==> src/rtl/cordic_pipe_param.sv <==
// Parametrised pipelined shift-add CORDIC array with per-sample rotation/vectoring mode,
// global valid/ready stall, optional saturation and a side-band tag.
module cordic_pipe_param #(
    parameter int unsigned WIDTH  = 16,
    parameter int unsigned STAGES = 7,
    parameter int unsigned TAG_W  = 10,
    parameter int unsigned SAT    = 0
) (
    input  logic              clk,
    input  logic              reset,
    input  logic              in_valid,
    output logic              in_ready,
    input  logic              mode,
    input  logic [WIDTH-1:0]  xm,
    input  logic [WIDTH-1:0]  ym,
    input  logic [WIDTH-1:0]  xr,
    input  logic [WIDTH-1:0]  yr,
    input  logic [STAGES-1:0] dir_in,
    input  logic [TAG_W-1:0]  tag_in,
    output logic              out_valid,
    input  logic              out_ready,
    output logic [WIDTH-1:0]  x_out,
    output logic [WIDTH-1:0]  y_out,
    output logic [WIDTH-1:0]  xr_out,
    output logic [WIDTH-1:0]  yr_out,
    output logic [STAGES-1:0] dir_out,
    output logic [TAG_W-1:0]  tag_out,
    output logic              ovf_out
);

    localparam logic [WIDTH-1:0] MAX_VAL = {1'b0, {(WIDTH-1){1'b1}}};
    localparam logic [WIDTH-1:0] MIN_VAL = {1'b1, {(WIDTH-1){1'b0}}};

    // Returns {overflow, result}; on overflow the clamp direction follows the sign of a.
    function automatic logic [WIDTH:0] add_sub(input logic [WIDTH-1:0] a,
                                               input logic [WIDTH-1:0] b,
                                               input logic             sub);
        logic [WIDTH-1:0] res;
        logic             ovf;
        if (sub) begin
            res = a - b;
            ovf = (a[WIDTH-1] != b[WIDTH-1]) && (res[WIDTH-1] != a[WIDTH-1]);
        end else begin
            res = a + b;
            ovf = (a[WIDTH-1] == b[WIDTH-1]) && (res[WIDTH-1] != a[WIDTH-1]);
        end
        if ((SAT != 0) && ovf) begin
            res = a[WIDTH-1] ? MIN_VAL : MAX_VAL;
        end
        return {ovf, res};
    endfunction

    logic [STAGES-1:0] r_valid;
    logic [STAGES-1:0] r_mode;
    logic [STAGES-1:0] r_ovf;
    logic [WIDTH-1:0]  r_xm  [STAGES];
    logic [WIDTH-1:0]  r_ym  [STAGES];
    logic [WIDTH-1:0]  r_xr  [STAGES];
    logic [WIDTH-1:0]  r_yr  [STAGES];
    logic [STAGES-1:0] r_dir [STAGES];
    logic [TAG_W-1:0]  r_tag [STAGES];

    logic [STAGES-1:0] w_src_valid;
    logic [STAGES-1:0] w_src_mode;
    logic [STAGES-1:0] w_src_ovf;
    logic [WIDTH-1:0]  w_src_xm  [STAGES];
    logic [WIDTH-1:0]  w_src_ym  [STAGES];
    logic [WIDTH-1:0]  w_src_xr  [STAGES];
    logic [WIDTH-1:0]  w_src_yr  [STAGES];
    logic [STAGES-1:0] w_src_dir [STAGES];
    logic [TAG_W-1:0]  w_src_tag [STAGES];

    logic [STAGES-1:0] w_d;
    logic [STAGES-1:0] w_ovf_nxt;
    logic [WIDTH:0]    w_xs      [STAGES];
    logic [WIDTH:0]    w_ys      [STAGES];
    logic [STAGES-1:0] w_dir_nxt [STAGES];

    logic w_en;
    logic w_unused_mode;

    assign w_en          = out_ready | ~out_valid;
    assign in_ready      = w_en;
    assign w_unused_mode = r_mode[STAGES-1];

    // Stage 0 consumes the input port, every later stage its predecessor's registers.
    always_comb begin
        w_src_valid[0] = in_valid;
        w_src_mode[0]  = mode;
        w_src_ovf[0]   = 1'b0;
        w_src_xm[0]    = xm;
        w_src_ym[0]    = ym;
        w_src_xr[0]    = xr;
        w_src_yr[0]    = yr;
        w_src_dir[0]   = dir_in;
        w_src_tag[0]   = tag_in;
        for (int k = 1; k < STAGES; k++) begin
            w_src_valid[k] = r_valid[k-1];
            w_src_mode[k]  = r_mode[k-1];
            w_src_ovf[k]   = r_ovf[k-1];
            w_src_xm[k]    = r_xm[k-1];
            w_src_ym[k]    = r_ym[k-1];
            w_src_xr[k]    = r_xr[k-1];
            w_src_yr[k]    = r_yr[k-1];
            w_src_dir[k]   = r_dir[k-1];
            w_src_tag[k]   = r_tag[k-1];
        end
    end

    always_comb begin
        w_d       = '0;
        w_ovf_nxt = '0;
        for (int k = 0; k < STAGES; k++) begin
            w_d[k]         = w_src_mode[k] ? ~w_src_ym[k][WIDTH-1]
                                           : w_src_dir[k][STAGES-1-k];
            // d=1: XM + YR, YM - XR; d=0: XM - YR, YM + XR (pre-shift R values).
            w_xs[k]        = add_sub(w_src_xm[k], w_src_yr[k], ~w_d[k]);
            w_ys[k]        = add_sub(w_src_ym[k], w_src_xr[k], w_d[k]);
            w_ovf_nxt[k]   = w_src_ovf[k] | w_xs[k][WIDTH] | w_ys[k][WIDTH];
            w_dir_nxt[k]   = w_src_dir[k];
            w_dir_nxt[k][STAGES-1-k] = w_d[k];
        end
    end

    always_ff @(posedge clk or negedge reset) begin
        if (!reset) begin
            r_valid <= '0;
            r_mode  <= '0;
            r_ovf   <= '0;
            for (int k = 0; k < STAGES; k++) begin
                r_xm[k]  <= '0;
                r_ym[k]  <= '0;
                r_xr[k]  <= '0;
                r_yr[k]  <= '0;
                r_dir[k] <= '0;
                r_tag[k] <= '0;
            end
        end else if (w_en) begin
            r_valid <= w_src_valid;
            r_mode  <= w_src_mode;
            r_ovf   <= w_ovf_nxt;
            for (int k = 0; k < STAGES; k++) begin
                r_xm[k]  <= w_xs[k][WIDTH-1:0];
                r_ym[k]  <= w_ys[k][WIDTH-1:0];
                r_xr[k]  <= $signed(w_src_xr[k]) >>> 1;
                r_yr[k]  <= $signed(w_src_yr[k]) >>> 1;
                r_dir[k] <= w_dir_nxt[k];
                r_tag[k] <= w_src_tag[k];
            end
        end
    end

    assign out_valid = r_valid[STAGES-1];
    assign x_out     = r_xm[STAGES-1];
    assign y_out     = r_ym[STAGES-1];
    assign xr_out    = r_xr[STAGES-1];
    assign yr_out    = r_yr[STAGES-1];
    assign dir_out   = r_dir[STAGES-1];
    assign tag_out   = r_tag[STAGES-1];
    assign ovf_out   = r_ovf[STAGES-1];

endmodule

==> config.mk <==
export PLATFORM = sky130hd
export DESIGN_NAME = cordic_pipe_param
export DESIGN_NICKNAME = d
export VERILOG_FILES = /design/src/rtl/cordic_pipe_param.sv
export SDC_FILE = /design/constraint.sdc
export NUM_CORES = 2
export LEC_CHECK = 0
export ABC_AREA = 1
export CORE_MARGIN = 5
export CORE_UTILIZATION = 60
export CTS_CLUSTER_DIAMETER = 120
export CTS_CLUSTER_SIZE = 14
export DETAILED_ROUTE_END_ITERATION = 10
export GPL_TIMING_DRIVEN = 0
export HOLD_SLACK_MARGIN = 0.03
export PLACE_DENSITY = 0.91
export SYNTH_ARGS = -nofsm -noshare
export SYNTH_HDL_FRONTEND = slang
export SYNTH_SLANG_ARGS = --single-unit
export TNS_END_PERCENT = 10
==> constraint.sdc <==
create_clock -name clk -period 2.4 [get_ports clk]
set_input_delay 0.6 -clock clk [delete_from_list [all_inputs] [get_ports clk]]
set_output_delay 0.6 -clock clk [all_outputs]
set_load 0.01 [all_outputs]
== Yosys cells after proc, flatten, opt, wreduce, memory -nomap -nowiden ==
Cells that the tools add are included.

* Bitwise logic cells: 22
* Equality and inequality tests: 56
* Mux-type cells: 35
* Add/subtract/negate cells: 28
* Reduce and logical (&&, ||, !) cells: 28

{| class="wikitable"
|+ Operators with widths
! kind !! count
|-
| $add 16x16->16 || 14
|-
| $mux 16 || 14
|-
| $sub 16x16->16 || 14
|-
| $ne 1x1->1 || 42
|-
| $logic_and 1x1->1 || 28
|-
| $mux 1 || 21
|-
| $eq 1x1->1 || 14
|-
| $or 1x1->1 || 14
|-
| $not 1->1 || 8
|}

* Bits of input ports: 86
* Output and inout bits: 84
* Register bits: 531
* Word-level logic and storage cells: 214

== Depth between registers and ports, before layout ==
* Depth in word-level cells: 6
* Gate-level depth with buffers: 18
* Mapped depth without buffers: 17

== Worst setup path before layout ==
No wires, ideal clock.

* Path kind: input-to-reg
* Start point: in ym[0]
* End point: reg r_ym[100] in the netlist's numbering
* Setup slack: 0.351 ns
* Data arrival time: 1.931 ns
* Library setup time: 0.118 ns
* Stages on the path: 11
* Cell sequence: inv_1 > ha_1 > inv_1 > fa_1 > nand3_1 > nand3_1 > nand2_1 > o21ai_0 > or2_2 > nand3_1 > nand2_1

* Cells in the longest elaborated chain, start to end: 2
* Elaborated cells on any way between the ends: 3
* Those cells by class: add/sub (2); mux (1)

{| class="wikitable"
|+ Ends and longest elaborated chain
! what !! line !! text
|-
| start: declaration || 15 || <nowiki>input logic [WIDTH-1:0] ym,</nowiki>
|-
| $add 16x16->16 or $sub 16x16->16 (tied branches) || 44, 41 ||
|-
| $mux 16 * || 40 || <nowiki>if (sub) begin</nowiki>
|-
| end signal: indexed assignment || 144 || <nowiki>r_ym[k] <= w_ys[k][WIDTH-1:0];</nowiki>
|-
| end: declaration || 57 || <nowiki>logic [WIDTH-1:0] r_ym [STAGES];</nowiki>
|}

Every way passes the cells marked *; elsewhere a longest branch is shown, timed or not.
A chain may end at the register's enable or synchronous reset.

== Worst setup path after layout ==
* Start point: in out_ready
* End point: reg r_ovf[3]

* Cells in the longest elaborated chain, start to end: 1

{| class="wikitable"
|+ Ends and longest elaborated chain
! what !! line !! text
|-
| start: declaration || 21 || <nowiki>input logic out_ready,</nowiki>
|-
| $or 1x1->1 || 82 || <nowiki>assign w_en = out_ready | ~out_valid;</nowiki>
|-
| end signal: assignment || 141 || <nowiki>r_ovf <= w_ovf_nxt;</nowiki>
|-
| end: declaration || 55 || <nowiki>logic [STAGES-1:0] r_ovf;</nowiki>
|}

Every way passes these cells.

==> metrics.cfg <==
[critical_path]
reg2reg_to = r_ovf[3]$_DFFE_PN0P_
cp-start-kind = input pin
rr_startpoint = r_valid[6]$_DFFE_PN0P_
critPathKind = input pin to flip-flop
r2r_setup_slack_ns = -0.06
startpoint = out_ready
reg2reg_depth = 9
crit_required_ns = 2.95
cp_max_fo = 10
worstSetupEndpointType = flip-flop
arrival_ns = 3.02

[yosys]
syn-num-nets = 7170
avgSynthCellArea_um2 = 6.623
synth-edff-count = 0
synthArstFlopShare_pct = 100.0
synth_cell_types = 45
synth-seq-area-share_pct = 30.23
syn_area_mm2 = 0.04395
synth-main-ff-cell = dfrtp_1
synth_warnings = 0
synth-seq-cells = 531
syn_inst = 6636

[detailed_routing]
dr.pass1.iters = 9
routed_wl_um = 148200
vias = 44130
via_per_inst = 5.634
wire_per_inst_um = 18.92
postRouteAntennaNets = 0
route.detailed.drc = 2
drt_iter0_drc = 3829

[min_path]
whs_endpoint = r_dir[39]$_DFFE_PN0P_
hold-path-cell-count = 2
hp-start = r_dir[46]$_DFFE_PN0P_
hold_class = flip-flop to flip-flop

[placed_design]
placed_cell_area_mm2 = 0.04696
dpl.cell_count = 7768
gp_congestion = 1.017
io_buffers = 169
place.detailed.hpwl_um = 117100

[floorplanning]
die_area_mm2 = 0.07876
coreArea_mm2 = 0.07283
fp.dieW_um = 280.6
ioPinCount = 170
fp.dieH_um = 280.6
start_util_pct = 60.34
rows = 99

[clocking]
cts.sinks = 531
cts_tree = built
clkTransAtPathRegs_ns = 0.08
clk_path_buf_depth = 3
clk_latency_ns = 0.62
htree_levels = 2
root_buffer = clkbuf_16
numCtsBuffers = 43

[global_routing]
grt_pass1_wl_um = 228000
grt_max_degree = 126
antenna_found_initial = 4
grt_overflow = 0
track_usage_pct = 36.54
grt_pass1_vias = 43360

[timing]
post-route-period-util_pct = 102.7
worst_pin_slew_ns = 1.483
min_period_ns = 2.466
setup_viol = 7
fin_ws_ns = -0.06578
rsz0062_at_grt = true
finalHoldViolCount = 0
max_freq_mhz = 405.6
relSlewSlack_pct = 1.109
skew_ns = 0.03374
maxSlewViolCount = 0

[outcome]
violations = DRC, setup timing
status = complete, but fails checks

[final_layout]
post-route-util_pct = 66.57
nets = 7401
design_area_mm2 = 0.04849
area_growth_syn_to_layout_pct = 10.33
stdcell_count = 7832
drive_gt1_share_pct = 6.420

[flow_run]
cap_violations = 0

## flip-flops by register name, indices dropped and copies added, names as in the netlist
register / flops
r_ym: 96
r_xm: 96
x_out: 16
dir_out: 7
r_dir: 42
r_yr: 75
r_tag: 60
r_valid: 7
r_ovf: 7
yr_out: 9
y_out: 16
tag_out: 10
r_mode: 6
xr_out: 9
r_xr: 75
## cells in the mapped netlist (7+ instances only)
library cell,count,share of area (%)
fa_1,28,1.3
a31oi_1,20,0.28
ha_1,420,12
buf_2,119,1.4
buf_4,96,1.6
and2_1,13,0.19
a21oi_2,9,0.18
clkbuf_1,81,0.69
nand2_1,2450,21
nor3_1,54,0.61
nand3_1,408,4.6
or2_0,16,0.23
a21oi_1,353,4.0
dfrtp_1,531,30
o21ai_0,418,4.8
nor2_1,443,3.8
nand4_1,48,0.68
o21ai_1,58,0.66
clkbuf_2,7,0.080
inv_1,733,6.3
or2_2,12,0.17
nand3b_1,7,0.12
a21o_1,23,0.39
o211ai_1,21,0.36
o22ai_1,10,0.14
or2_1,8,0.11
o21bai_1,73,1.2
inv_2,37,0.32
o21ai_2,7,0.14
xor2_1,96,1.9
## layout by cell type (no fill, tap or decap), types with 64 or more instances in the layout
master	n
buf_4	111
dfrtp_1	521
nand2_1	2444
clkdlybuf4s50_1	167
buf_2	114
ha_1	407
nand3_1	407
a21oi_1	350
o21ai_0	407
o21ai_1	64
xor2_1	96
o21bai_1	73
inv_1	724
nor2_1	434
## logic make-up after synthesis
| logic type | synth area share (%) |
|---|---|
| adders and majority gates | 13.23 |
| xor gates and xnor gates | 2.013 |
| buffers and inverters | 10.38 |
| AOI/OAI and AO/OA | 12.45 |
| and+or+nand+nor | 31.69 |
| DFF | 30.23 |
## per-layer routing
metal	share of wire, %	vias up	track usage [%]
li1	-	21410	-
met1	36	20310	40.87
met2	50	1897	66.40
met3	7.4	504	5.042
met4	6.9	2	21.22
met5	0.011	-	0
## worst max-delay path, cell delays in order
cell and delay, ns:
clkdlybuf4s50_1 0.44, nor2_4 0.11, buf_12 0.15, buf_4 0.15
buf_4 0.18, buf_2 0.21, clkbuf_1 0.75, nor2_1 0.22
a21oi_1 0.20
## final cells by class
class / instances / area (um^2)
Timing Repair Buffer: 187 / 1922
Sequential cell: 531 / 13300
Tap cell: 959 / 1200
Multi-Input combinational cell: 5028 / 26290
Antenna cell: 4 / 10.01
Clock inverter: 3 / 55.05
Buffer: 306 / 1738
Fill cell: 6557 / 24350
Inverter: 770 / 2897
Clock buffer: 44 / 1080
## what timing repair did
action	CTS	global route
hold endpoints to repair	58	0
hold buffers	1	0
buffers inserted	4	9
gates resized for setup	36	83
setup endpoints to repair	331	101
pin swaps	1	2
## worst max path at each step
| stage | endpoint | depth (start not counted) |
|---|---|---|
| 2_1_floorplan | r_ym[100]$_DFFE_PN0P_ | 11 |
| 3_3_place_gp | r_tag[49]$_DFFE_PN0P_ | 1 |
| 3_5_place_dp | r_ym[64]$_DFFE_PN0P_ | 5 |
| 4_1_cts | in_ready | 6 |
| 5_1_grt | r_ym[110]$_DFFE_PN0P_ | 17 |
| 6_report | r_ovf[3]$_DFFE_PN0P_ | 9 |
## metrics by stage
stage,hold WS [ns],TNS (ns),worst slack (ns)
floorplan,0.3044,0,0.3511
global placement,0.4483,-,-22.26
detailed placement,0.4535,-375.80,-1.368
CTS,0.4665,-0.02681,-0.02417
global route,0.4937,-0.7650,-0.09605
finish,0.4697,-0.1969,-0.06578
Power is left out: the tool's default activity adds up to more than one toggle a clock period on the data nets, which glitch-free logic cannot reach.
